[src/rtl/instr_prefetch_buffer.sv]
// instr_prefetch_buffer: instruction fetch stage with an in-order prefetch FIFO.
// Issues word fetches under a credit limit and keeps fetched words with their PCs.
// A redirect flushes the FIFO, and responses that were still in flight are discarded.
// Optional macro PREFETCH_STATS_EN adds the stall_cnt_o and redirect_cnt_o counters.
module instr_prefetch_buffer #(
    parameter int                 RegBits = 32,
    parameter int                 Depth   = 4,
    parameter logic [RegBits-1:0] ResetPc = '0
) (
    input  logic               clk_i,
    input  logic               rst_i,
    output logic               mem_req_o,
    output logic [RegBits-1:0] mem_addr_o,
    input  logic               mem_gnt_i,
    input  logic               mem_rvalid_i,
    input  logic [RegBits-1:0] mem_rdata_i,
    output logic               instr_valid_o,
    output logic [RegBits-1:0] instr_o,
    output logic [RegBits-1:0] instr_pc_o,
    input  logic               instr_ready_i,
    input  logic               redirect_i,
`ifdef PREFETCH_STATS_EN
    input  logic [RegBits-1:0] redirect_pc_i,
    output logic [31:0]        stall_cnt_o,
    output logic [15:0]        redirect_cnt_o
`else
    input  logic [RegBits-1:0] redirect_pc_i
`endif
);

    localparam int PtrBits = $clog2(Depth);
    localparam int CntBits = PtrBits + 2;

    logic [RegBits-1:0] r_dataMem [Depth];
    logic [RegBits-1:0] r_pcMem   [Depth];
    logic [PtrBits-1:0] r_rdPtr;
    logic [PtrBits-1:0] r_wrPtr;
    logic [CntBits-1:0] r_count;
    logic [CntBits-1:0] r_outstanding;
    logic [CntBits-1:0] r_discard;
    logic [RegBits-1:0] r_fetchPc;
    logic [RegBits-1:0] r_pcTag;

    logic               w_grant;
    logic               w_respKnown;
    logic               w_drop;
    logic               w_push;
    logic               w_pop;
    logic [CntBits-1:0] w_inFlight;
    logic [RegBits-1:0] w_redirPc;

    // Credit and handshake decode: occupancy plus everything still in flight is capped at Depth
    always_comb begin
        w_inFlight    = r_count + r_outstanding + r_discard;
        mem_req_o     = rst_i && !redirect_i && (w_inFlight < CntBits'(Depth));
        mem_addr_o    = r_fetchPc;
        w_grant       = mem_req_o && mem_gnt_i;
        w_respKnown   = mem_rvalid_i && ((r_discard != '0) || (r_outstanding != '0));
        w_drop        = mem_rvalid_i && (r_discard != '0);
        w_push        = mem_rvalid_i && (r_discard == '0) && (r_outstanding != '0);
        instr_valid_o = (r_count != '0);
        w_pop         = instr_valid_o && instr_ready_i && !redirect_i;
        w_redirPc     = {redirect_pc_i[RegBits-1:2], 2'b00};
        instr_o       = r_dataMem[r_rdPtr];
        instr_pc_o    = r_pcMem[r_rdPtr];
    end

    // Fetch PC, request/discard bookkeeping and FIFO storage; a redirect wins over everything else
    always_ff @(posedge clk_i or negedge rst_i) begin
        if (!rst_i) begin
            r_fetchPc     <= ResetPc;
            r_pcTag       <= ResetPc;
            r_rdPtr       <= '0;
            r_wrPtr       <= '0;
            r_count       <= '0;
            r_outstanding <= '0;
            r_discard     <= '0;
            for (int i = 0; i < Depth; i++) begin
                r_dataMem[i] <= '0;
                r_pcMem[i]   <= '0;
            end
        end else if (redirect_i) begin
            r_fetchPc     <= w_redirPc;
            r_pcTag       <= w_redirPc;
            r_rdPtr       <= '0;
            r_wrPtr       <= '0;
            r_count       <= '0;
            r_outstanding <= '0;
            r_discard     <= r_discard + r_outstanding - {{(CntBits-1){1'b0}}, w_respKnown};
        end else begin
            if (w_grant) begin
                r_fetchPc <= r_fetchPc + RegBits'(4);
            end
            r_outstanding <= r_outstanding + {{(CntBits-1){1'b0}}, w_grant}
                                           - {{(CntBits-1){1'b0}}, w_push};
            r_discard     <= r_discard - {{(CntBits-1){1'b0}}, w_drop};
            if (w_push) begin
                r_dataMem[r_wrPtr] <= mem_rdata_i;
                r_pcMem[r_wrPtr]   <= r_pcTag;
                r_wrPtr            <= r_wrPtr + PtrBits'(1);
                r_pcTag            <= r_pcTag + RegBits'(4);
            end
            if (w_pop) begin
                r_rdPtr <= r_rdPtr + PtrBits'(1);
            end
            r_count <= r_count + {{(CntBits-1){1'b0}}, w_push}
                               - {{(CntBits-1){1'b0}}, w_pop};
        end
    end

`ifdef PREFETCH_STATS_EN
    // Saturating counters for consumer stalls on an empty FIFO and for redirects taken
    always_ff @(posedge clk_i or negedge rst_i) begin
        if (!rst_i) begin
            stall_cnt_o    <= '0;
            redirect_cnt_o <= '0;
        end else begin
            if (instr_ready_i && !instr_valid_o && !redirect_i && (stall_cnt_o != 32'hFFFF_FFFF)) begin
                stall_cnt_o <= stall_cnt_o + 32'd1;
            end
            if (redirect_i && (redirect_cnt_o != 16'hFFFF)) begin
                redirect_cnt_o <= redirect_cnt_o + 16'd1;
            end
        end
    end
`endif

endmodule

[config.mk]
export PLATFORM = sky130hd
export DESIGN_NAME = instr_prefetch_buffer
export DESIGN_NICKNAME = d
export VERILOG_FILES = /design/src/rtl/instr_prefetch_buffer.sv
export SDC_FILE = /design/constraint.sdc
export NUM_CORES = 1
export LEC_CHECK = 0
export BUFFER_PORTS_ARGS = -buffer_cell sky130_fd_sc_hd__buf_4
export CAP_MARGIN = 15
export CORE_MARGIN = 2
export CORE_UTILIZATION = 60
export CTS_BUF_LIST = sky130_fd_sc_hd__clkbuf_16
export DETAILED_ROUTE_END_ITERATION = 10
export GPL_ROUTABILITY_DRIVEN = 0
export MAX_ROUTING_LAYER = met4
export PLACE_DENSITY_LB_ADDON = 0.05
export SKIP_CTS_REPAIR_TIMING = 1
export SLEW_MARGIN = 10
export SYNTH_ARGS = -nofsm -noshare
export SYNTH_HDL_FRONTEND = slang
export SYNTH_SLANG_ARGS = --single-unit
[constraint.sdc]
create_clock -name clk_i -period 9.6 [get_ports clk_i]
set_clock_uncertainty 0.15 [all_clocks]
set_input_delay 1.92 -clock clk_i [delete_from_list [all_inputs] [get_ports clk_i]]
set_output_delay 1.92 -clock clk_i [all_outputs]
set_load 0.01 [all_outputs]
==> results.json <==
{
  "outcome": "finished clean",
  "slowest_stage": "fa_1",
  "required_ns": 7.53,
  "cp.buffers_inverters": 2,
  "slew_headroom": 0.323,
  "detail_route.iter0.violations": 593,
  "ys_seq_elements": 324,
  "final_cell_mix": "322 x dfrtp_1, 231 x mux2_2, 167 x buf_4",
  "core_area_sq_mm": 0.0252,
  "io_pins": 168,
  "min_path_type": "register to register",
  "cts_max_level": 2,
  "grt_pass1_wl_mm": 52.5,
  "path_delay_family": "adder cells",
  "grt_max_degree": 190,
  "path_depth": 8,
  "cts.path.max_buffers": 3,
  "total_power_mw": 3.84,
  "min_period_over_period": 0.559,
  "dieHeight_um": 164,
  "cpPeakStageDelay_ns": 0.44,
  "fmax_ghz": 0.186,
  "wl_mm": 32.4,
  "setup_tns_ns": 0,
  "crit_top_cell": "fa_1",
  "via_per_inst": 6.01,
  "via_count": 9553,
  "syn_area_sq_mm": 0.0154,
  "cts.clk_slew.worst_paths_ns": 0.05,
  "worstPathCellList": "inv_1 -> fa_1 -> or2_2 -> fa_1 -> xor2_1 -> xor2_2 -> nor3_1 -> buf_4",
  "nets": 1338,
  "ant_nets": 0,
  "maxCapViolations": 0,
  "cts_tree": "built",
  "worstMarginPinSlew_ns": 1.02,
  "ys_types": 59,
  "critPathMaxFanout": 10,
  "fp-row-count": 58,
  "final_common_cell": "dfrtp_1",
  "yosys.area.top_type": "dfrtp_1",
  "routedWlPerCell_um": 20.4,
  "diodes": 0,
  "rsz0062_at_grt": "false",
  "synthCells": 1096,
  "ff_latch_area_sq_mm": 0.00811,
  "powerDensity_mw_per_mm2": 214,
  "slew_violations": 0,
  "place_hpwl_mm": 20.8,
  "yosysSeqAreaShare": 0.525,
  "cts_root_buf": "clkbuf_16",
  "rr_endpoint": "r_outstanding[2]",
  "synthTopCellsByArea": "dfrtp_1 53%, mux2_2 17%, mux4_2 9.0%, mux2_1 2.7%, ha_1 2.0%",
  "syn_avg_cell_area_sq_um": 14.1,
  "grt_usage": 0.255,
  "cp_data_arrival_time_ns": 3.30,
  "layout_min_cycle_time_ns": 5.37,
  "grt-ovfl-total": 0,
  "cts.sinks": 324,
  "dieArea_sq_mm": 0.0270,
  "dr.pass1.iters": 5,
  "setup_viol": 0,
  "drc": 0,
  "grt_pass1_vias": 9861,
  "startpoint_type": "register",
  "area_delta_synth_final_pct": 16.0,
  "multi_input_area_sq_mm": 0.00692,
  "synth-main-ff-cell": "dfrtp_1",
  "async_reset_ff_frac": 1.00,
  "reg2regPathDepth": 13,
  "antenna_found_initial": 0,
  "final_core_util": 0.711,
  "endpoint_kind": "output port",
  "p_leak_nw": 8.72,
  "synth_top_cell_area_share": 0.525,
  "initial_utilization": 0.613,
  "critPathKind": "register to output port",
  "hold_viol": 0,
  "portBuffers": 161,
  "fillerInstances": 1767,
  "setup.worst_path.end": "mem_req_o",
  "yosysWarnings": 0,
  "setup.worst_path.start": "r_outstanding[1]",
  "die_x_um": 164,
  "drive_above_1_share": 0.414,
  "ir_drop_uv": 179,
  "r2r-start": "r_outstanding[1]",
  "clk_latency_ns": 0.51,
  "cts_buffers": 35,
  "reg2reg_slack_ns": 5.20,
  "synth-edff-count": 0
}
## layer usage
layer,share of wire,GRT usage,vias to the layer above
met3,0.057,0.0450,38
li1,-,-,4321
met5,0,-,-
met2,0.48,0.395,279
met1,0.45,0.360,4915
met4,0.015,0.0577,0
## through the flow
step	cell area [sq um]	hold slack (ns)	std cells	worst slack [ns]
3_5_place_dp	16900	0.329	1530	4.48
5_1_grt	17900	0.359	1590	3.98
4_1_cts	17900	0.342	1590	4.21
3_3_place_gp	16900	0.318	1530	4.49
6_report	17900	0.334	1590	4.23
2_1_floorplan	15400	0.309	1099	4.67
## sequential cells by signal, summed over array words and instances, names as in the netlist
signal and cells:
r_dataMem 128, r_pcMem 120, mem_addr_o 30, r_pcTag 30, r_count 4, r_discard 4, r_outstanding 4, r_rdPtr 2
r_wrPtr 2
## cell families after synthesis
family | Yosys count | synth area share
AO/OA/AOI/OAI | 65 | 0.0271
XOR/XNOR | 55 | 0.0332
adder cells (fa/ha/maj) | 31 | 0.0281
buffers and inverters | 99 | 0.0279
flip-flops | 324 | 0.525
multiplexers | 337 | 0.291
other | 1 | 0.000243
AND/OR/NAND/NOR | 184 | 0.0675
## cells in the mapped netlist, types with 7 or more instances
cell type / count
ha_1: 25
nand2_1: 39
inv_1: 30
o21ai_0: 14
and3_1: 9
xnor2_1: 34
nand3_1: 27
mux2i_1: 7
dfrtp_1: 324
a31oi_1: 10
or3_1: 12
mux2_2: 231
nor2_1: 21
mux4_2: 62
buf_1: 13
a21oi_1: 13
nor4_1: 13
mux2_1: 37
nand4_1: 27
buf_2: 29
xor2_1: 18
clkbuf_1: 21
## report_power, final
part           internal [mW]  switching [mW]  leakage (nW)
logic                  0.491           0.472          3.82
registers               1.49           0.149          4.36
clock network          0.719           0.518         0.549
total                   2.70            1.14          8.72
## how the worst min path moves through the flow
stage	from	to	slack (ns)	depth (start not counted)
3_5_place_dp	r_pcMem[41]	r_pcMem[41]	0.33	1
6_report	r_pcMem[41]	r_pcMem[41]	0.33	1
3_3_place_gp	r_pcMem[54]	r_pcMem[54]	0.32	1
5_1_grt	r_dataMem[33]	r_dataMem[33]	0.36	1
2_1_floorplan	r_dataMem[45]	r_dataMem[45]	0.31	1
4_1_cts	r_pcMem[41]	r_pcMem[41]	0.34	1
## worst register-to-register path, delay by kind of cell, from the launching register on
family,cells,cell delay [ns]
buf+inv,2,0.23
flops,1,0.40
simple gates,3,0.77
fa+ha+maj,5,1.79
xor+xnor,3,0.97
## layout make-up
class / count / share of cell area
clock inverter: 23 / 0.00699
timing repair buffer: 169 / 0.0720
clock buffer: 37 / 0.0517
inverter: 31 / 0.00650
tap: 330 / 0.0231
sequential: 324 / 0.453
multi-input combinational: 676 / 0.387
Power figures use the tool's default switching activity.
